==> src/rtl/btn_debounce.sv <==
// Push-button conditioner: 2-flop synchronizer, stability counter, press/held/release FSM
// and auto-repeat generator. Emits single-cycle press/release/repeat events.
module btn_debounce #(
    parameter bit          ACTIVE_LOW      = 1'b1,
    parameter int unsigned DEBOUNCE_CYCLES = 1000000,
    parameter int unsigned REPEAT_DELAY    = 25000000,
    parameter int unsigned REPEAT_PERIOD   = 5000000
) (
    input  logic       clk,
    input  logic       rst,
    input  logic       btn_in,
    output logic       pressed,
    output logic       press,
    output logic       release_pulse,
    output logic       repeat_pulse,
    output logic [7:0] press_cnt
);

    localparam int unsigned CW   = $clog2(DEBOUNCE_CYCLES + 1);
    localparam int unsigned RMAX = (REPEAT_DELAY > REPEAT_PERIOD) ? REPEAT_DELAY : REPEAT_PERIOD;
    localparam int unsigned RW   = $clog2(RMAX + 1);
    localparam logic        IDLE_LVL = ACTIVE_LOW;

    typedef enum logic [1:0] {StIdle, StPressWait, StHeld, StReleaseWait} state_e;

    state_e          state_q, state_d;
    logic [CW-1:0]   cnt_q, cnt_d;
    logic [RW-1:0]   rpt_cnt_q, rpt_cnt_d;
    logic [RW-1:0]   rpt_inc, rpt_target;
    logic            rpt_first_q, rpt_first_d;
    logic            press_q, press_d;
    logic            rel_q, rel_d;
    logic            rpt_q, rpt_d;
    logic [7:0]      pcnt_q, pcnt_d;
    logic            s1_q, s2_q;
    logic            act;

    always_ff @(posedge clk or negedge rst) begin
        if (!rst) begin
            s1_q <= IDLE_LVL;
            s2_q <= IDLE_LVL;
        end else begin
            s1_q <= btn_in;
            s2_q <= s1_q;
        end
    end

    // act = 1 whenever the synchronized pad is at its pressed level
    assign act        = s2_q ^ ACTIVE_LOW;
    assign rpt_inc    = rpt_cnt_q + 1'b1;
    assign rpt_target = rpt_first_q ? RW'(REPEAT_DELAY) : RW'(REPEAT_PERIOD);

    always_comb begin
        state_d     = state_q;
        cnt_d       = cnt_q;
        rpt_cnt_d   = rpt_cnt_q;
        rpt_first_d = rpt_first_q;
        press_d     = 1'b0;
        rel_d       = 1'b0;
        rpt_d       = 1'b0;
        pcnt_d      = pcnt_q;
        unique case (state_q)
            StIdle: begin
                cnt_d = '0;
                if (act) begin
                    state_d = StPressWait;
                    cnt_d   = CW'(1);
                end
            end
            StPressWait: begin
                if (!act) begin
                    state_d = StIdle;
                    cnt_d   = '0;
                end else if (cnt_q == CW'(DEBOUNCE_CYCLES)) begin
                    state_d     = StHeld;
                    cnt_d       = '0;
                    press_d     = 1'b1;
                    pcnt_d      = pcnt_q + 8'd1;
                    rpt_cnt_d   = '0;
                    rpt_first_d = 1'b1;
                end else begin
                    cnt_d = cnt_q + 1'b1;
                end
            end
            StHeld: begin
                // Leaving HELD freezes the repeat timer; a bounce back resumes it.
                if (!act) begin
                    state_d = StReleaseWait;
                    cnt_d   = CW'(1);
                end else if (rpt_inc == rpt_target) begin
                    rpt_d       = 1'b1;
                    rpt_cnt_d   = '0;
                    rpt_first_d = 1'b0;
                end else begin
                    rpt_cnt_d = rpt_inc;
                end
            end
            StReleaseWait: begin
                if (act) begin
                    state_d = StHeld;
                    cnt_d   = '0;
                end else if (cnt_q == CW'(DEBOUNCE_CYCLES)) begin
                    state_d = StIdle;
                    cnt_d   = '0;
                    rel_d   = 1'b1;
                end else begin
                    cnt_d = cnt_q + 1'b1;
                end
            end
            default: begin
                state_d = StIdle;
                cnt_d   = '0;
            end
        endcase
    end

    always_ff @(posedge clk or negedge rst) begin
        if (!rst) begin
            state_q     <= StIdle;
            cnt_q       <= '0;
            rpt_cnt_q   <= '0;
            rpt_first_q <= 1'b0;
            press_q     <= 1'b0;
            rel_q       <= 1'b0;
            rpt_q       <= 1'b0;
            pcnt_q      <= 8'd0;
        end else begin
            state_q     <= state_d;
            cnt_q       <= cnt_d;
            rpt_cnt_q   <= rpt_cnt_d;
            rpt_first_q <= rpt_first_d;
            press_q     <= press_d;
            rel_q       <= rel_d;
            rpt_q       <= rpt_d;
            pcnt_q      <= pcnt_d;
        end
    end

    assign pressed       = (state_q == StHeld) || (state_q == StReleaseWait);
    assign press         = press_q;
    assign release_pulse = rel_q;
    assign repeat_pulse  = rpt_q;
    assign press_cnt     = pcnt_q;

endmodule

==> config.mk <==
export PLATFORM = sky130hd
export DESIGN_NAME = btn_debounce
export DESIGN_NICKNAME = d
export VERILOG_FILES = /design/src/rtl/btn_debounce.sv
export SDC_FILE = /design/constraint.sdc
export NUM_CORES = 1
export LEC_CHECK = 0
export BUFFER_PORTS_ARGS = -buffer_cell sky130_fd_sc_hd__buf_2
export CAP_MARGIN = 20
export CORE_MARGIN = 2
export CORE_UTILIZATION = 35
export CTS_BUF_LIST = sky130_fd_sc_hd__clkbuf_2
export CTS_CLUSTER_SIZE = 30
export DETAILED_ROUTE_END_ITERATION = 6
export RECOVER_POWER = 100
export SYNTH_ARGS = -nofsm -noshare
export SYNTH_HDL_FRONTEND = slang
export SYNTH_SLANG_ARGS = --single-unit
==> constraint.sdc <==
create_clock -name clk -period 2.7 [get_ports clk]
set_clock_uncertainty 0.15 [all_clocks]
set_input_delay 0.135 -clock clk [delete_from_list [all_inputs] [get_ports clk]]
set_output_delay 0.135 -clock clk [all_outputs]
set_load 0.05 [all_outputs]
### After elaboration in Yosys (flattened, before gate mapping)

Index checks and enable logic that the tools add are counted.

| cells by class | value |
|---|---|
| $add $sub $neg | 3 |
| equality and inequality tests | 13 |
| multiplexer cells | 32 |
| bitwise logic cells | 1 |
| reductions and logical operators | 7 |

Operator list:

| cell | number |
|---|---|
| 2-to-1 mux 25 bit | 5 |
| 2-to-1 mux 20 bit | 4 |
| one-hot mux 20 bit (4 select lines) | 1 |
| one-hot mux 25 bit (2 select lines) | 1 |
| adder 25 x 1 -> 25 bit, second input constant | 1 |
| == test 25 bit | 1 |
| adder 20 x 1 -> 20 bit, second input constant | 1 |
| == test 20 bit, second input constant | 1 |
| 2-to-1 mux 1 bit | 13 |
| 2-to-1 mux 2 bit | 6 |
| != test 2 bit, second input constant | 6 |
| adder 8 x 1 -> 8 bit, second input constant | 1 |
| one-hot mux 2 bit (4 select lines) | 1 |
| AND reduction 4 bit | 2 |
| != test 3 bit, second input constant | 2 |
| AND reduction 5 bit | 1 |
| == test 2 bit, second input constant | 2 |
| AND reduction 3 bit | 1 |
| == test 2 x 1 -> 1 bit, second input constant | 1 |
| zero test 2 bit | 1 |
| one-hot mux 1 bit (2 select lines) | 1 |
| nonzero test 2 bit | 1 |
| logical OR 1 bit | 1 |
| NOT 1 bit | 1 |

| storage, ports and cells | value |
|---|---|
| bits in registers | 61 |
| input port bits | 3 |
| output and inout bits | 12 |
| logic and storage cells | 66 |

### Logic depth before layout (Yosys ltp)

Gate-level depths: netlist of run 1.

| logic depth | value |
|---|---|
| depth in word-level cells | 5 |
| gate-level depth with buffers | 11 |
| gate-level depth less buffers | 10 |

### Worst setup path before layout of run 1

Ideal clock, no wire load.

| timing | value |
|---|---|
| path kind | reg-to-reg |
| start | reg rpt_cnt_q[0] |
| end | reg rpt_cnt_q[1] |
| setup time | 0.122 ns |
| data arrival time | 2.685 ns |
| required time | 2.428 ns |
| path slack | -0.257 ns |
| cell stages (with the launch flop) | 10 |
| path buffers | 1 |
| period minus slack after synthesis | 2.957 ns |
| cells stage by stage | dfrtp_1 > ha_1 > nand3_1 > nor3_2 > nand4_1 > xor2_1 > or4_1 > a211o_1 > buf_6 > a32o_1 |

| between the ends | value |
|---|---|
| longest elaborated chain between the ends | 5 |

Ends and longest elaborated chain:

| item | RTL line | source |
|---|---|---|
| from (decl) | 28 | `logic [RW-1:0] rpt_cnt_q, rpt_cnt_d;` |
| from (signal assigned) | 130 | `rpt_cnt_q <= rpt_cnt_d;` |
| adder 25 x 1 -> 25 bit * | 50 | `assign rpt_inc = rpt_cnt_q + 1'b1;` |
| == test 25 bit | 90 | `end else if (rpt_inc == rpt_target) begin` |
| 2-to-1 mux 25 bit * | 90 |  |
| 2-to-1 mux 25 bit * | 87 | `if (!act) begin` |
| one-hot mux 25 bit (2 select lines) * | 62 | `unique case (state_q)` |

Every way passes the cells marked *; elsewhere a longest branch is shown, timed or not. The select of a mux whose other input is x is not followed.
A chain may end at the register's enable or synchronous reset.

### Final worst setup path of run 1

| timing | value |
|---|---|
| start | reg rpt_cnt_q[11] |
| end | reg rpt_cnt_q[1] |

| between the ends | value |
|---|---|
| longest elaborated chain between the ends | 5 |

Ends and longest elaborated chain:

| item | RTL line |
|---|---|
| adder 25 x 1 -> 25 bit | 50 |
| == test 25 bit | 90 |
| 2-to-1 mux 25 bit | 90 |
| 2-to-1 mux 25 bit | 87 |
| one-hot mux 25 bit (2 select lines) | 62 |

Every way passes these cells. The select of a mux whose other input is x is not followed.

==> out/results.ini, run 1 <==
[synth]
syn_area_mm2=0.003500
synth-seq-cells=61
syn_nets=406
synth-edff-count=0
yosysSeqAreaShare=0.4369
synth_cell_types=55
ys.warnings.count=0
syn-instance-count=399
ys.flop_type=dfrtp_1
synthArstFlopShare=1.000
avgSynthCellArea_um2=8.771

[drt]
viasPerCell=5.333
first_iter_violations=187
drt-total-wl_um=10100
drc=0
vias=3392
antenna_left=0
drt-pass1-iter-count=5
wl_per_cell_um=15.89

[placed_design]
dp.cells=584
dp_slack_ns=-0.3665
port_buffers=14
placed_cell_area_mm2=0.004119
hpwl_um=6393
place.gp.congestion=0.8769

[clock_tree]
clk_pin_slew_worst_paths_ns=0.22
cts_made_buffers=9
cts_max_path_buffers=2
htreeDepth=3
cts_tree=yes
root_buffer=clkbuf_2
cts_sinks=61
clk_latency_ns=0.52

[timing]
worst_pin_slew_ns=1.609
holdWs_ns=0.1229
rsz0062_at_grt=true
fin_crit_sh=1.094
hold_violations=0
period_minus_slack_ns=2.954
setup_tns_ns=-3.453
fmax_ghz=0.3385
setup_viol=19
timing.final.ws_setup_ns=-0.2545
relSlewSlack=-0.07248
final_max_slew_viol_count=29

[die]
core_mm2=0.009729
num_rows=36
initial_core_util=0.3597
die_y_um=104.0
die_w_um=104.0
die_area_mm2=0.01082
ios=15

[pwr]
comb_power_share=0.028
intPower_mw=1.233
seqPwrFrac=0.564
peakVddDrop_uv=287.3
switching_power_uw=408.9
swShare=0.2490
power_density_mw_per_mm2=347.9
p_total_mw=1.642
power_leakage_nw=2.123
power.share.clock=0.409

[global_route]
grt_pass1_vias=3445
grt_max_degree=35
antenna_found_initial=0
overflow=0
grt_pass1_wl_um=16040
track_usage=0.1808

[layout]
fillers=915
stdcell_count=636
areaGrowthSynthToFinish_pct=34.86
drive_gt1_frac=0.2883
finalInstanceArea_mm2=0.004720
nNetsFinal=505
antenna_cells=0
post-route-util=0.4851

[worst_setup_path]
critPathKind=flop to flop
crit_arrival_ns=3.23
endpoint_kind=flop
cp.required_ns=2.97
cp_max_fo=7
cp-start-kind=flop

[run_status]
violations=capacitance limit, slew limit, setup timing
status=finished with violations

[hold_path]
hp-class=input port to flop

[run]
maxCapViolCount=1

## worst paths after layout
kind	slack, ns	from	to	cells after the start
worst max-delay path	-0.25	rpt_cnt_q[11]	rpt_cnt_q[1]	9
worst min register to register	0.22	s1_q	s2_q	0
worst max register to register	-0.25	rpt_cnt_q[11]	rpt_cnt_q[1]	9
min in group asynchronous	0.37	rst	rpt_cnt_q[11]	2
worst min-delay path	0.12	btn_in	s1_q	2
max in group asynchronous	0.38	rst	rpt_cnt_q[7]	3
## power by group through the flow
stage          Clock [mW]  Combinational (mW)  Sequential (mW)
5_1_grt             0.734              0.0540            0.927
2_1_floorplan           0              0.0201            0.939
3_3_place_gp            0              0.0471            0.942
4_1_cts             0.695              0.0509            0.926
6_report            0.671              0.0454            0.926
3_5_place_dp            0              0.0484            0.942
## critical path, stage by stage, from the launching register on
cell	delay, ns
dfrtp_1	0.45
nand4_1	0.18
buf_4	0.21
or4_4	0.59
xnor2_4	0.16
nor4bb_2	0.30
nand2_1	0.10
a211o_4	0.34
buf_6	0.16
a32o_1	0.21
## synthesized netlist by cell type, types with 3 or more instances
library cell  count  area share
o21ai_0          34       0.049
xor2_1           16       0.040
xnor2_1          16       0.040
dfrtp_1          59        0.42
and3_1           16       0.029
nor3_1           14       0.020
nand2_1          56       0.060
a21oi_1           5      0.0071
ha_1              4       0.014
buf_4             3      0.0064
nor2_1           32       0.034
inv_1            11       0.012
nand3_1          18       0.026
nor4b_1           3      0.0075
clkbuf_1         17       0.018
o21ai_1           5      0.0071
or4_1             5       0.011
a31oi_1           7       0.013
and2_1            3      0.0054
nor2b_1           3      0.0054
nor4_1            6       0.011
or3_1             5      0.0089
nand4_1          20       0.036
## layout make-up
cell class	count	area (um^2)	area share
multi-input combinational	304	2034	0.4311
sequential	61	1534	0.3250
timing repair buffer	111	808.3	0.1713
tap	133	166.4	0.03526
clock inverter	7	90.09	0.01909
clock buffer	9	45.04	0.009544
inverter	11	41.29	0.008749
## registers in the layout (all words and copies together), names as in the netlist, named ones only
| name | flops |
|---|---|
| release_pulse | 1 |
| rpt_first_q | 1 |
| s1_q | 1 |
| press_cnt | 8 |
| cnt_q | 20 |
| repeat_pulse | 1 |
| press | 1 |
| state_q | 1 |
| s2_q | 1 |
| rpt_cnt_q | 25 |
## kinds of logic after synthesis
| group | count (synthesis) | synth area share |
|---|---|---|
| AO/OA/AOI/OAI | 68 | 0.1169 |
| XOR/XNOR | 32 | 0.08008 |
| adder cells (fa/ha/maj) | 4 | 0.01430 |
| buffers and inverters | 34 | 0.04254 |
| flip-flops | 61 | 0.4369 |
| multiplexers | 3 | 0.008938 |
| AND/OR/NAND/NOR | 197 | 0.3003 |
## placed cells by master, fill, tap and decap left out, types with 3 or more instances in the layout
cell / instances
buf_4: 85
nand2_1: 56
dfrtp_1: 55
o21ai_0: 34
nor2_1: 30
nand4_1: 20
nand3_1: 17
and3_1: 15
clkbuf_1: 15
xor2_1: 14
xnor2_1: 14
inv_1: 11
nor3_1: 11
clkbuf_2: 10
a31oi_1: 7
or3_1: 5
a21oi_1: 5
o21ai_1: 5
buf_6: 5
dfrtp_2: 4
nor4_1: 3
nor4_4: 3
nor2b_1: 3
or4_1: 3
ha_1: 3
## timing repair
action | CTS | global route
hold endpoints to repair | 60 | 0
hold buffers | 2 | 0
endpoints found under the setup margin | 19 | 24
buffers inserted | 22 | 12
resized for setup | 26 | 14
pin swaps | 21 | 17
## routing by layer
| layer | track usage | up-vias | wire (um) |
|---|---|---|---|
| met1 | 0.2193 | 1642 | 4187 |
| met3 | 0.04449 | 26 | 521 |
| met2 | 0.3172 | 99 | 5126 |
| met5 | 0 | - | 0 |
| met4 | 0.05405 | 0 | 268 |
| li1 | - | 1625 | - |
No activity file was read; power rests on OpenSTA's default activity.
==> inputs of run 2 (changes only) <==
==> constraint.sdc (replaced) <==
create_clock -name clk -period 2.5 [get_ports clk]
set_clock_uncertainty 0.15 [all_clocks]
set_input_delay 0.125 -clock clk [delete_from_list [all_inputs] [get_ports clk]]
set_output_delay 0.125 -clock clk [all_outputs]
set_load 0.05 [all_outputs]
==> out/results.ini, run 2 (same netlist as run 1, synthesis figures left out) <==
[run_status]
status=finished with violations
violations=capacitance limit, slew limit, setup timing

[die]
die_y_um=104.0
initial_core_util=0.3597
die_w_um=104.0
die_area_mm2=0.01082
core_mm2=0.009729
num_rows=36
ios=15

[run]
maxCapViolCount=1

[clock_tree]
clk_latency_ns=0.49
clk_pin_slew_worst_paths_ns=0.18
htreeDepth=3
cts_tree=yes
cts_max_path_buffers=2
cts_made_buffers=9
cts_sinks=61
root_buffer=clkbuf_2

[drt]
vias=3250
first_iter_violations=201
drc=0
antenna_left=0
drt-pass1-iter-count=4
viasPerCell=5.159
wl_per_cell_um=15.21
drt-total-wl_um=9584

[placed_design]
place.gp.congestion=0.9114
hpwl_um=6396
placed_cell_area_mm2=0.004141
port_buffers=14
dp.cells=587
dp_slack_ns=-0.6735

[global_route]
overflow=0
antenna_found_initial=0
track_usage=0.1806
grt_pass1_wl_um=15760
grt_max_degree=32
grt_pass1_vias=3274

[timing]
final_max_slew_viol_count=32
timing.final.ws_setup_ns=-0.4281
fmax_ghz=0.3415
rsz0062_at_grt=true
worst_pin_slew_ns=1.677
period_minus_slack_ns=2.928
holdWs_ns=0.1204
setup_viol=26
fin_crit_sh=1.171
relSlewSlack=-0.1179
hold_violations=0

[worst_setup_path]
cp.required_ns=2.74
cp-start-kind=flop
r2r_end=rpt_cnt_q[22]
critPathKind=flop to flop
r2r_start=rpt_cnt_q[6]
rrSetupSlack_ns=-0.43
cp_max_fo=6
reg2reg_depth=11
crit_start=rpt_cnt_q[6]
endpoint_kind=flop
crit_arrival_ns=3.17

[layout]
drive_gt1_frac=0.2877
final_cell_mix=buf_4 (82), nand2_1 (56), dfrtp_1 (55)
stdcell_count=630
antenna_cells=0
mostFrequentLayoutCell=buf_4
finalInstanceArea_mm2=0.004683
nNetsFinal=499
largest_reg_flops=25
areaGrowthSynthToFinish_pct=33.82
largest_register=rpt_cnt_q

[pwr]
power_density_mw_per_mm2=375.5
peakVddDrop_uv=251.5
power_leakage_nw=2.128

[hold_path]
hold_path_depth=2
hp-class=input port to flop
hold_end=s1_q
hp-start=btn_in

run 2: cell types whose count changed in the layout (fill, tap and decap cells not counted), sizes merged:
cell,change
clkinv,-1
clkbuf,-2
a211o,+1
buf,-5
clkinvlp,+1
run 2: per-stage QoR:
stage | TNS (ns) | utilization | power, mW
after floorplan | -3.988 | - | 1.036
after global placement | -8.442 | 0.4257 | 1.069
after detailed placement | -9.713 | 0.4257 | 1.070
after CTS | -4.837 | 0.4694 | 1.788
after global routing | -17.13 | 0.4814 | 1.837
final | -7.323 | 0.4814 | 1.759
run 2: how the worst max path moves through the flow:
stage,to,slack (ns)
after floorplan,rpt_cnt_q[19],-0.28
after global placement,rpt_cnt_q[15],-0.62
after detailed placement,rpt_cnt_q[15],-0.67
after CTS,rpt_cnt_q[14],-0.32
after global routing,rpt_cnt_q[22],-0.53
final,rpt_cnt_q[22],-0.43
run 2: critical path, cell delays in order, from the launching register on:
cell and delay, ns:
dfrtp_1 0.44, nand4_4 0.16, buf_12 0.18, buf_6 0.12, nor4_4 0.20, buf_4 0.15
xor2_1 0.07, nor4_2 0.37, nand4_1 0.24, a211o_4 0.45, o21ai_4 0.22, nor2_1 0.07
run 2: repair_timing:
item | CTS | global route
gates resized for setup | 25 | 18
buffers inserted | 14 | 10
endpoints found under the hold margin | 56 | 0
setup endpoints to repair | 25 | 24
cloned | 1 | 0
pin swaps | 16 | 17
hold buffers | 2 | 0
run 2: routing by layer:
metal,share of wire,track usage
met1,0.45,0.2315
met2,0.49,0.3012
met3,0.031,0.04198
met4,0.021,0.05888
met5,0,0
run 2: final cells by class:
type	count	area, um^2
clock buffer	9	45.04
clock inverter	7	90.09
fill	921	5046
inverter	11	41.29
multi-input combinational	305	2061
sequential	61	1534
tap	133	166.4
timing repair buffer	104	745.7
run 2: report_power, final:
group	internal (mW)	switching (mW)	leakage, nW
combinational	0.0156	0.0365	1.22
clock	0.325	0.383	0.0777
sequential	0.994	0.00512	0.834
total	1.33	0.425	2.13
